`src/rtl/cond_pkg.sv`:
```
// Shared definitions for the condition-check stage and any branch logic that
// reuses the condition evaluator.
//   - condition-code encodings COND_EQ .. COND_NV (ARM style)
//   - bit positions of N, Z, C, V inside the packed {N,Z,C,V} flag word
//   - state encoding of the flag/condition hazard FSM
package cond_pkg;

  localparam logic [3:0] COND_EQ = 4'h0;
  localparam logic [3:0] COND_NE = 4'h1;
  localparam logic [3:0] COND_CS = 4'h2;
  localparam logic [3:0] COND_CC = 4'h3;
  localparam logic [3:0] COND_MI = 4'h4;
  localparam logic [3:0] COND_PL = 4'h5;
  localparam logic [3:0] COND_VS = 4'h6;
  localparam logic [3:0] COND_VC = 4'h7;
  localparam logic [3:0] COND_HI = 4'h8;
  localparam logic [3:0] COND_LS = 4'h9;
  localparam logic [3:0] COND_GE = 4'hA;
  localparam logic [3:0] COND_LT = 4'hB;
  localparam logic [3:0] COND_GT = 4'hC;
  localparam logic [3:0] COND_LE = 4'hD;
  localparam logic [3:0] COND_AL = 4'hE;
  localparam logic [3:0] COND_NV = 4'hF;

  localparam int FLG_N = 3;
  localparam int FLG_Z = 2;
  localparam int FLG_C = 1;
  localparam int FLG_V = 0;

  typedef enum logic {
    ST_EVAL = 1'b0,
    ST_WAIT = 1'b1
  } cond_state_e;

endpackage

```
`src/rtl/cond_eval.sv`:
```
// Purely combinational condition evaluator: (condition code, {N,Z,C,V}) -> pass.
// Shared between the EX condition stage and branch resolution.
// Ports:
//   cond_i   condition field
//   flags_i  {N,Z,C,V}
//   pass_o   1 when the condition holds
module cond_eval
  import cond_pkg::*;
#(
  parameter int COND_W = 4
) (
  input  logic [COND_W-1:0] cond_i,
  input  logic [3:0]        flags_i,
  output logic              pass_o
);

  logic n, z, c, v;

  assign n = flags_i[FLG_N];
  assign z = flags_i[FLG_Z];
  assign c = flags_i[FLG_C];
  assign v = flags_i[FLG_V];

  always_comb begin
    pass_o = 1'b0;
    case (cond_i)
      COND_EQ: pass_o = z;
      COND_NE: pass_o = ~z;
      COND_CS: pass_o = c;
      COND_CC: pass_o = ~c;
      COND_MI: pass_o = n;
      COND_PL: pass_o = ~n;
      COND_VS: pass_o = v;
      COND_VC: pass_o = ~v;
      COND_HI: pass_o = c & ~z;
      COND_LS: pass_o = ~c | z;
      COND_GE: pass_o = (n == v);
      COND_LT: pass_o = (n != v);
      COND_GT: pass_o = ~z & (n == v);
      COND_LE: pass_o = z | (n != v);
      COND_AL: pass_o = 1'b1;
      default: pass_o = 1'b0;   // NV
    endcase
  end

endmodule

```
`src/rtl/cond_flag_unit.sv`:
```
// Status-flag register and condition-check stage downstream of the 32-bit ALU.
// Latches N,Z,C,V on flag-setting ops, feeds the stored carry back to the ALU,
// evaluates the condition of the instruction leaving ID and registers the
// pass/fail into EX.
//
// Build option: COND_BYPASS_EN
//   defined   - condition is evaluated against this cycle's next-flag value,
//               no hazard stall (zero bubble); FSM parked in ST_EVAL.
//   undefined - condition uses the registered flags; a flag write colliding
//               with a dependent condition stalls ID for one cycle.
//
// Ports:
//   clk_i, rst_i               clock, synchronous active-high reset
//   flag_wr_i, arith_i,        ALU flag update controls
//   sub_op_i
//   n/z/c/v_alu_i              ALU flag outputs
//   flag_ld_i, flag_data_i     direct status-register load (beats flag_wr_i)
//   cond_i, cond_valid_i       condition field / valid of instruction in ID
//   stall_i                    pipeline hold
//   flags_o                    registered {N,Z,C,V}
//   c_fwd_o                    stored carry to ALU C_In
//   cond_pass_o                EX instruction passed its condition
//   cond_stall_o               hold ID/IF this cycle
//
// state   | meaning
// --------+---------------------------------------------------------------
// ST_EVAL | normal: evaluate condition, stall on flag/condition collision
// ST_WAIT | bubble issued; flags now settled, re-evaluate held instruction
module cond_flag_unit
  import cond_pkg::*;
#(
  parameter int         COND_W      = 4,
  parameter logic [3:0] RESET_FLAGS = 4'b0000
) (
  input  logic              clk_i,
  input  logic              rst_i,
  input  logic              flag_wr_i,
  input  logic              arith_i,
  input  logic              sub_op_i,
  input  logic              n_alu_i,
  input  logic              z_alu_i,
  input  logic              c_alu_i,
  input  logic              v_alu_i,
  input  logic              flag_ld_i,
  input  logic [3:0]        flag_data_i,
  input  logic [COND_W-1:0] cond_i,
  input  logic              cond_valid_i,
  input  logic              stall_i,
  output logic [3:0]        flags_o,
  output logic              c_fwd_o,
  output logic              cond_pass_o,
  output logic              cond_stall_o
);

  logic [3:0]  flags_q, flags_d;
  logic        cond_pass_q, cond_pass_d;
  cond_state_e state_q, state_d;
  logic [3:0]  eval_flags;
  logic        eval_pass;
  logic        collide;

  // Next-flag value; updates regardless of stall_i.
  always_comb begin
    flags_d = flags_q;
    if (flag_ld_i) begin
      flags_d = flag_data_i;
    end else if (flag_wr_i) begin
      flags_d[FLG_N] = n_alu_i;
      flags_d[FLG_Z] = z_alu_i;
      if (arith_i) begin
        // ALU reports borrow on subtract; store ARM-style carry.
        flags_d[FLG_C] = c_alu_i ^ sub_op_i;
        flags_d[FLG_V] = v_alu_i;
      end
    end
  end

  // AL and NV do not read flags, so they never form a hazard.
  assign collide = ~stall_i & cond_valid_i & (flag_wr_i | flag_ld_i) &
                   (cond_i != COND_AL) & (cond_i != COND_NV);

`ifdef COND_BYPASS_EN
  assign eval_flags = flags_d;

  always_comb begin
    state_d = ST_EVAL;
  end

  always_comb begin
    cond_stall_o = 1'b0;
  end
`else
  assign eval_flags = flags_q;

  always_comb begin
    state_d = state_q;
    if (!stall_i) begin
      state_d = collide ? ST_WAIT : ST_EVAL;
    end
  end

  // A fresh flag write while already in WAIT re-arms the stall.
  always_comb begin
    cond_stall_o = 1'b0;
    case (state_q)
      ST_EVAL: cond_stall_o = collide & ~rst_i;
      ST_WAIT: cond_stall_o = collide & ~rst_i;
      default: cond_stall_o = 1'b0;
    endcase
  end
`endif

  cond_eval #(.COND_W(COND_W)) u_cond_eval (
    .cond_i  (cond_i),
    .flags_i (eval_flags),
    .pass_o  (eval_pass)
  );

  always_comb begin
    cond_pass_d = cond_pass_q;
    if (!stall_i) begin
      cond_pass_d = cond_stall_o ? 1'b0 : (cond_valid_i & eval_pass);
    end
  end

  always_ff @(posedge clk_i) begin
    if (rst_i) begin
      flags_q     <= RESET_FLAGS;
      cond_pass_q <= 1'b0;
      state_q     <= ST_EVAL;
    end else begin
      flags_q     <= flags_d;
      cond_pass_q <= cond_pass_d;
      state_q     <= state_d;
    end
  end

  assign flags_o     = flags_q;
  assign c_fwd_o     = flags_q[FLG_C];
  assign cond_pass_o = cond_pass_q;

endmodule

```
`config.mk`:
```
export PLATFORM = sky130hd
export DESIGN_NAME = cond_flag_unit
export DESIGN_NICKNAME = d
export VERILOG_FILES = /design/src/rtl/cond_pkg.sv /design/src/rtl/cond_eval.sv /design/src/rtl/cond_flag_unit.sv
export SDC_FILE = /design/constraint.sdc
export NUM_CORES = 1
export LEC_CHECK = 0
export BUFFER_PORTS_ARGS = -buffer_cell sky130_fd_sc_hd__clkbuf_2
export CORE_AREA = 3 3 40 42
export DETAILED_ROUTE_END_ITERATION = 12
export DIE_AREA = 0 0 43 45
export PLACE_DENSITY = 0.67
export SYNTH_ARGS = -nofsm -noshare
export SYNTH_HDL_FRONTEND = slang
export SYNTH_SLANG_ARGS = --single-unit
export TNS_END_PERCENT = 1
```
`constraint.sdc`:
```
create_clock -name clk_i -period 1.8 [get_ports clk_i]
set_clock_uncertainty 0.1 [all_clocks]
set_input_delay 0.09 -clock clk_i [delete_from_list [all_inputs] [get_ports clk_i]]
set_output_delay 0.09 -clock clk_i [all_outputs]
set_load 0.1 [all_outputs]
```
After elaboration in Yosys (flattened, before gate mapping)
Cells that the tools add are included.

word-level totals
  latch bits = 0
  input bits = 20
  memories kept = 0
  bits in writable memories = 0
  output and inout port bits = 7
  register bits = 5
  word-level logic and storage cells = 48
  memory bits (read-only) = 0

cells by class
  multipliers = 0
  bitwise gates (word level) = 18
  muxes and demuxes = 5
  equal/unequal tests = 18
  add/sub/neg operators = 0
  order comparisons = 0
  shift operators = 0
  reduce and logical (&&, ||, !) cells = 4
  div/mod/pow operators = 0

operators by type and width
  operator              number
  $eq A4 B4 Y1 const B  7
  $eq A4 B3 Y1 const B  4
  $pmux W1 S15          1
  $and A1 B1 Y1         8
  $eq A4 B2 Y1 const B  2
  $mux W4               2
  $ne A4 B4 Y1 const B  2
  $not A1 Y1            6
  $eq A4 B1 Y1 const B  1
  $logic_not A4 Y1      1
  $reduce_bool A2 Y1    2
  $or A1 B1 Y1          3
  $mux W2               1
  $reduce_and A2 Y1     1
  $eq A1 B1 Y1          1
  $mux W1               1
  $ne A1 B1 Y1          1
  $xor A1 B1 Y1         1

Depth between registers and ports, before layout
  depth after elaboration = 7
  mapped depth = 6
  depth with buffers taken out = 5

Cells and area by module
From an unflattened synthesis, not the netlist that was laid out.

second synthesis, totals
  cells, all modules = 57
  area total of the unflattened synthesis = 457.9 sq um

by module, submodules not included
  module          times used  cells each  seq. area each (sq um)  area each (sq um)
  cond_flag_unit  1           29          100.1                   264.0
  cond_eval       1           28          0.0                     193.9

Worst setup path after synthesis
OpenSTA, ideal clock, no wires.

  path type = in2out
  start point = input port flag_ld_i
  end point = output port cond_stall_o
  slack = -1.189 ns
  path buffers = 1
  required time = 1.610 ns
  cell stages on the path = 5
  arrival = 2.799 ns
  path through = clkbuf_1 -> nor2_1 -> nor2_1 -> o21ai_0 -> nor3b_1

on the way
  cells in the longest elaborated chain, start to end = 5

RTL lines
  element                      RTL line                                      RTL
  start: declaration           cond_flag_unit.sv:44                          input logic flag_ld_i,
  $or A1 B1 Y1                 cond_flag_unit.sv:79                          assign collide = ~stall_i & cond_valid_i & (flag_wr_i | flag_ld_i) &
  $and A1 B1 Y1 (2 in series)  cond_flag_unit.sv:79
  $and A1 B1 Y1                cond_flag_unit.sv:80                          (cond_i != COND_AL) & (cond_i != COND_NV);
  $and A1 B1 Y1                cond_flag_unit.sv:106, cond_flag_unit.sv:107
  end: declaration             cond_flag_unit.sv:52                          output logic cond_stall_o

No other way between the ends.

Final worst setup path
  start point = register flags_q[3] (netlist: flags_o[3])
  end point = register cond_pass_q (netlist: cond_pass_o)

on the way
  cells in the longest elaborated chain, start to end = 5
  elaborated cells on any way between the ends = 8
  classes of those cells = 2 x eq/ne; 2 x mux; 4 x bitwise

RTL lines
  element                                               RTL line                          RTL
  start: declaration                                    cond_flag_unit.sv:55              logic [3:0] flags_q, flags_d;
  start signal: assignment                              cond_flag_unit.sv:132             flags_q <= flags_d;
  $ne A1 B1 Y1 / $eq A1 B1 Y1 (equally long branches)   -
  $or A1 B1 Y1 / $and A1 B1 Y1 (equally long branches)  cond_eval.sv:40, cond_eval.sv:39
  $pmux W1 S15 *                                        cond_eval.sv:26                   case (cond_i)
  $and A1 B1 Y1 *                                       cond_flag_unit.sv:122             cond_pass_d = cond_stall_o ? 1'b0 : (cond_valid_i & eval_pass);
  $mux W1 *                                             cond_flag_unit.sv:122
  end signal: assignment                                cond_flag_unit.sv:133             cond_pass_q <= cond_pass_d;
  end: declaration                                      cond_flag_unit.sv:56              logic cond_pass_q, cond_pass_d;

Every way passes the cells marked *; elsewhere a longest branch is shown, timed or not.
A chain may end at the register's enable or synchronous reset.

==> run metrics <==
largest net degree at the start of global routing=11; DPL Wire Length=935 um; Tcrit/Tclk final=roughly 77%; CTS Hold Bufs=4; Sw Ratio=approximately 40%; clock share of power=29.0%; CP startpoint kind=flip-flop; cell area power density=633 nW/um2; CP arrival=1440 ps; per-cell routed wire length=10.9 um; MaxCap Viol Count=0; GRT Total Usage=13.7%; setup TNS=0 ps; GPL Wtd Cong=0.774; clock-pin slew on the worst setup and hold paths=approximately 40 ps; number of core rows=13; Die ar.=1940 um2; Final Core Density=53.0%; power share of the combinational group=40.8%; leakage power figure=0.320 nW; Synth Cell Area=477 um2; Total Wirelength=1220 um; die width=around 43 um; Detailed Route Iter0 Violations=10; # H-tree levels=1; Seq/Total Area, Yosys=21.0%; Avg Vias per Cell=5.09; Seq. cell area=103 um2; # IOs=27; Buffers & Inverters on Critical Path=0; Worst VDD drop=about 0.40 mV; Crit path max-delay family=compound AO/OA/AOI/OAI gates; crit-path cells=xnor2_1 > mux2i_1 > o311a_1 > a221oi_2; post-CTS setup buffer count=0; total grt overflow=0; Multi-input gate area=about 350 um2; slowest cell delay on critical path=400 ps; Tightest Pin Transition=~540 ps; via count=570; Ant. Diodes=0; DRC viols=0; fmax=718 MHz; Root Buffer=clkbuf_4; Num CTS Buffers=3; CTS tree=built; critical path peak fanout=8; Distinct cells, synth=30; internal power=roughly 0.26 mW; Syn. warnings=0; Die Y=45 um; count of cells resized by post-cts repair=0; synthesis-stage register bit count=5; number of global-route vias before repair=514; CP Class=reg2reg; CTS Sinks=5; # setup viols final=0; status=finished, final reports clean; worst skew pair latency=roughly 230 ps; drt pass-1 iters=4; Post-Layout Cell Count=roughly 110; WHS=7.85 ps; Critical Path RT=1850 ps; PortBufs=26; syn avg cell area=around 7.0 um2; Longest Clk Path Bufs=2; Hold Crit Class=in2reg; Area Overhead vs Synth=42.8%; Hold Vio Cnt, Final=0; number of fill cells=roughly 130; Worst setup EP type=flip-flop; syn_nets=88; Synth Instances=68; antenna-violating nets left=0; Placed Cells=104; relative slew slack=64.0%; Slew Limit Fails=0; CP max-delay cell=dfxtp_2; placed cell area=about 610 um2; Nets=between 100 and 150; layout cell share with drive strength beyond 1=between 30% and 40%; Starting Density=37.1%; first-pass GRT wire length=roughly 2100 um; core area=1280 um2; Net Switching=0.172 mW; Sequential Power Share=30.1%; RSZ-0062 raised after global routing=no; post-route cell area=around 700 um2; Final min period=~1400 ps; initial antenna violation count=0
[cell type report]
class                   count  share of cell area, %
repair buffers             30                   25.4
inverters                   3                   1.65
multi-input cells          55                   51.3
well taps                  15                   2.76
flip-flops and latches      5                   15.1
clock buffers               4                   3.86
[sequential cells by signal, indices dropped and copies added, names as in the netlist]
register	flops
cond_pass_o	1
flags_o	4
[cells in the mapped netlist (all sizes together)]
master   number  share of area [%]
nand4         1                1.3
xor2          3                5.5
mux2i         3                6.3
o32ai         1                1.8
a221oi        1                3.1
o311ai        1                1.8
nand2         6                5.3
nor3          1                1.0
dfxtp         5                 21
nand3         5                5.2
nand3b        1                1.6
nor3b         1                1.6
nor2         12                9.4
xnor2         1                1.8
o2111ai       1                1.8
o311a         1                2.1
nand2b        1                1.3
and4bb        1                2.6
buf           3                4.2
nor4          1                1.3
a31oi         1                1.3
clkbuf        2                1.6
nand4b        1                1.8
a21oi         8                8.4
inv           3                2.4
o21ai         2                2.1
nor4bb        1                2.1
[metal layers]
layer | global-route usage (%) | vias to the layer above | wire length [um]
li1 | - | 305 | -
met1 | 16.9 | 246 | 515
met2 | 24.6 | 19 | 615
met3 | 1.20 | 0 | 87
met4 | 5.42 | 0 | 0
met5 | 0 | - | 0
[cell usage in the layout (no fill, tap or decap), types with 2 or more instances in the layout]
| master | n |
|---|---|
| dfxtp_2 | 2 |
| mux2i_1 | 3 |
| clkbuf_2 | 25 |
| clkbuf_4 | 3 |
| inv_1 | 2 |
| a21oi_1 | 8 |
| nor2_1 | 12 |
| xor2_1 | 3 |
| o21ai_0 | 2 |
| dlygate4sd3_1 | 4 |
| nand3_1 | 5 |
| nand2_1 | 5 |
| dfxtp_1 | 3 |
[through the flow]
step	setup slack, ps	power, mW
detailed placement	385	0.300
global placement	403	0.300
floorplan	-171	0.260
CTS	392	0.435
global route	336	0.462
finish	407	0.431
[power groups by stage]
stage,sequential (mW),combinational [mW],clock (mW)
after detailed placement,0.132,0.168,0
after CTS,0.130,0.176,0.130
after floorplan,0.177,0.0826,0
after global placement,0.131,0.169,0
final,0.130,0.176,0.125
after global routing,0.131,0.191,0.141
[path summary, 6_finish.rpt]
| check | from | to | slack, ps | cells after the start |
|---|---|---|---|---|
| setup reg to reg | flags_o[3]$_SDFFE_PP0N_ | cond_pass_o$_SDFFE_PP0N_ | 410 | 4 |
| hold / removal | rst_i | cond_pass_o$_SDFFE_PP0N_ | 8 | 2 |
| setup / recovery | flags_o[3]$_SDFFE_PP0N_ | cond_pass_o$_SDFFE_PP0N_ | 410 | 4 |
| hold reg to reg | cond_pass_o$_SDFFE_PP0N_ | cond_pass_o$_SDFFE_PP0N_ | 390 | 2 |
[cells by family (layout without fill, tap and decap cells)]
family | Yosys count | after routing | share of synthesized area (%)
simple gates | 32 | 32 | 34.6
compound gates | 16 | 16 | 22.6
buf+inv | 8 | 37 | 8.13
flops | 5 | 5 | 21.0
xor+xnor | 4 | 4 | 7.35
mux | 3 | 3 | 6.30
Note: power is estimated with default switching activity, not from simulation.
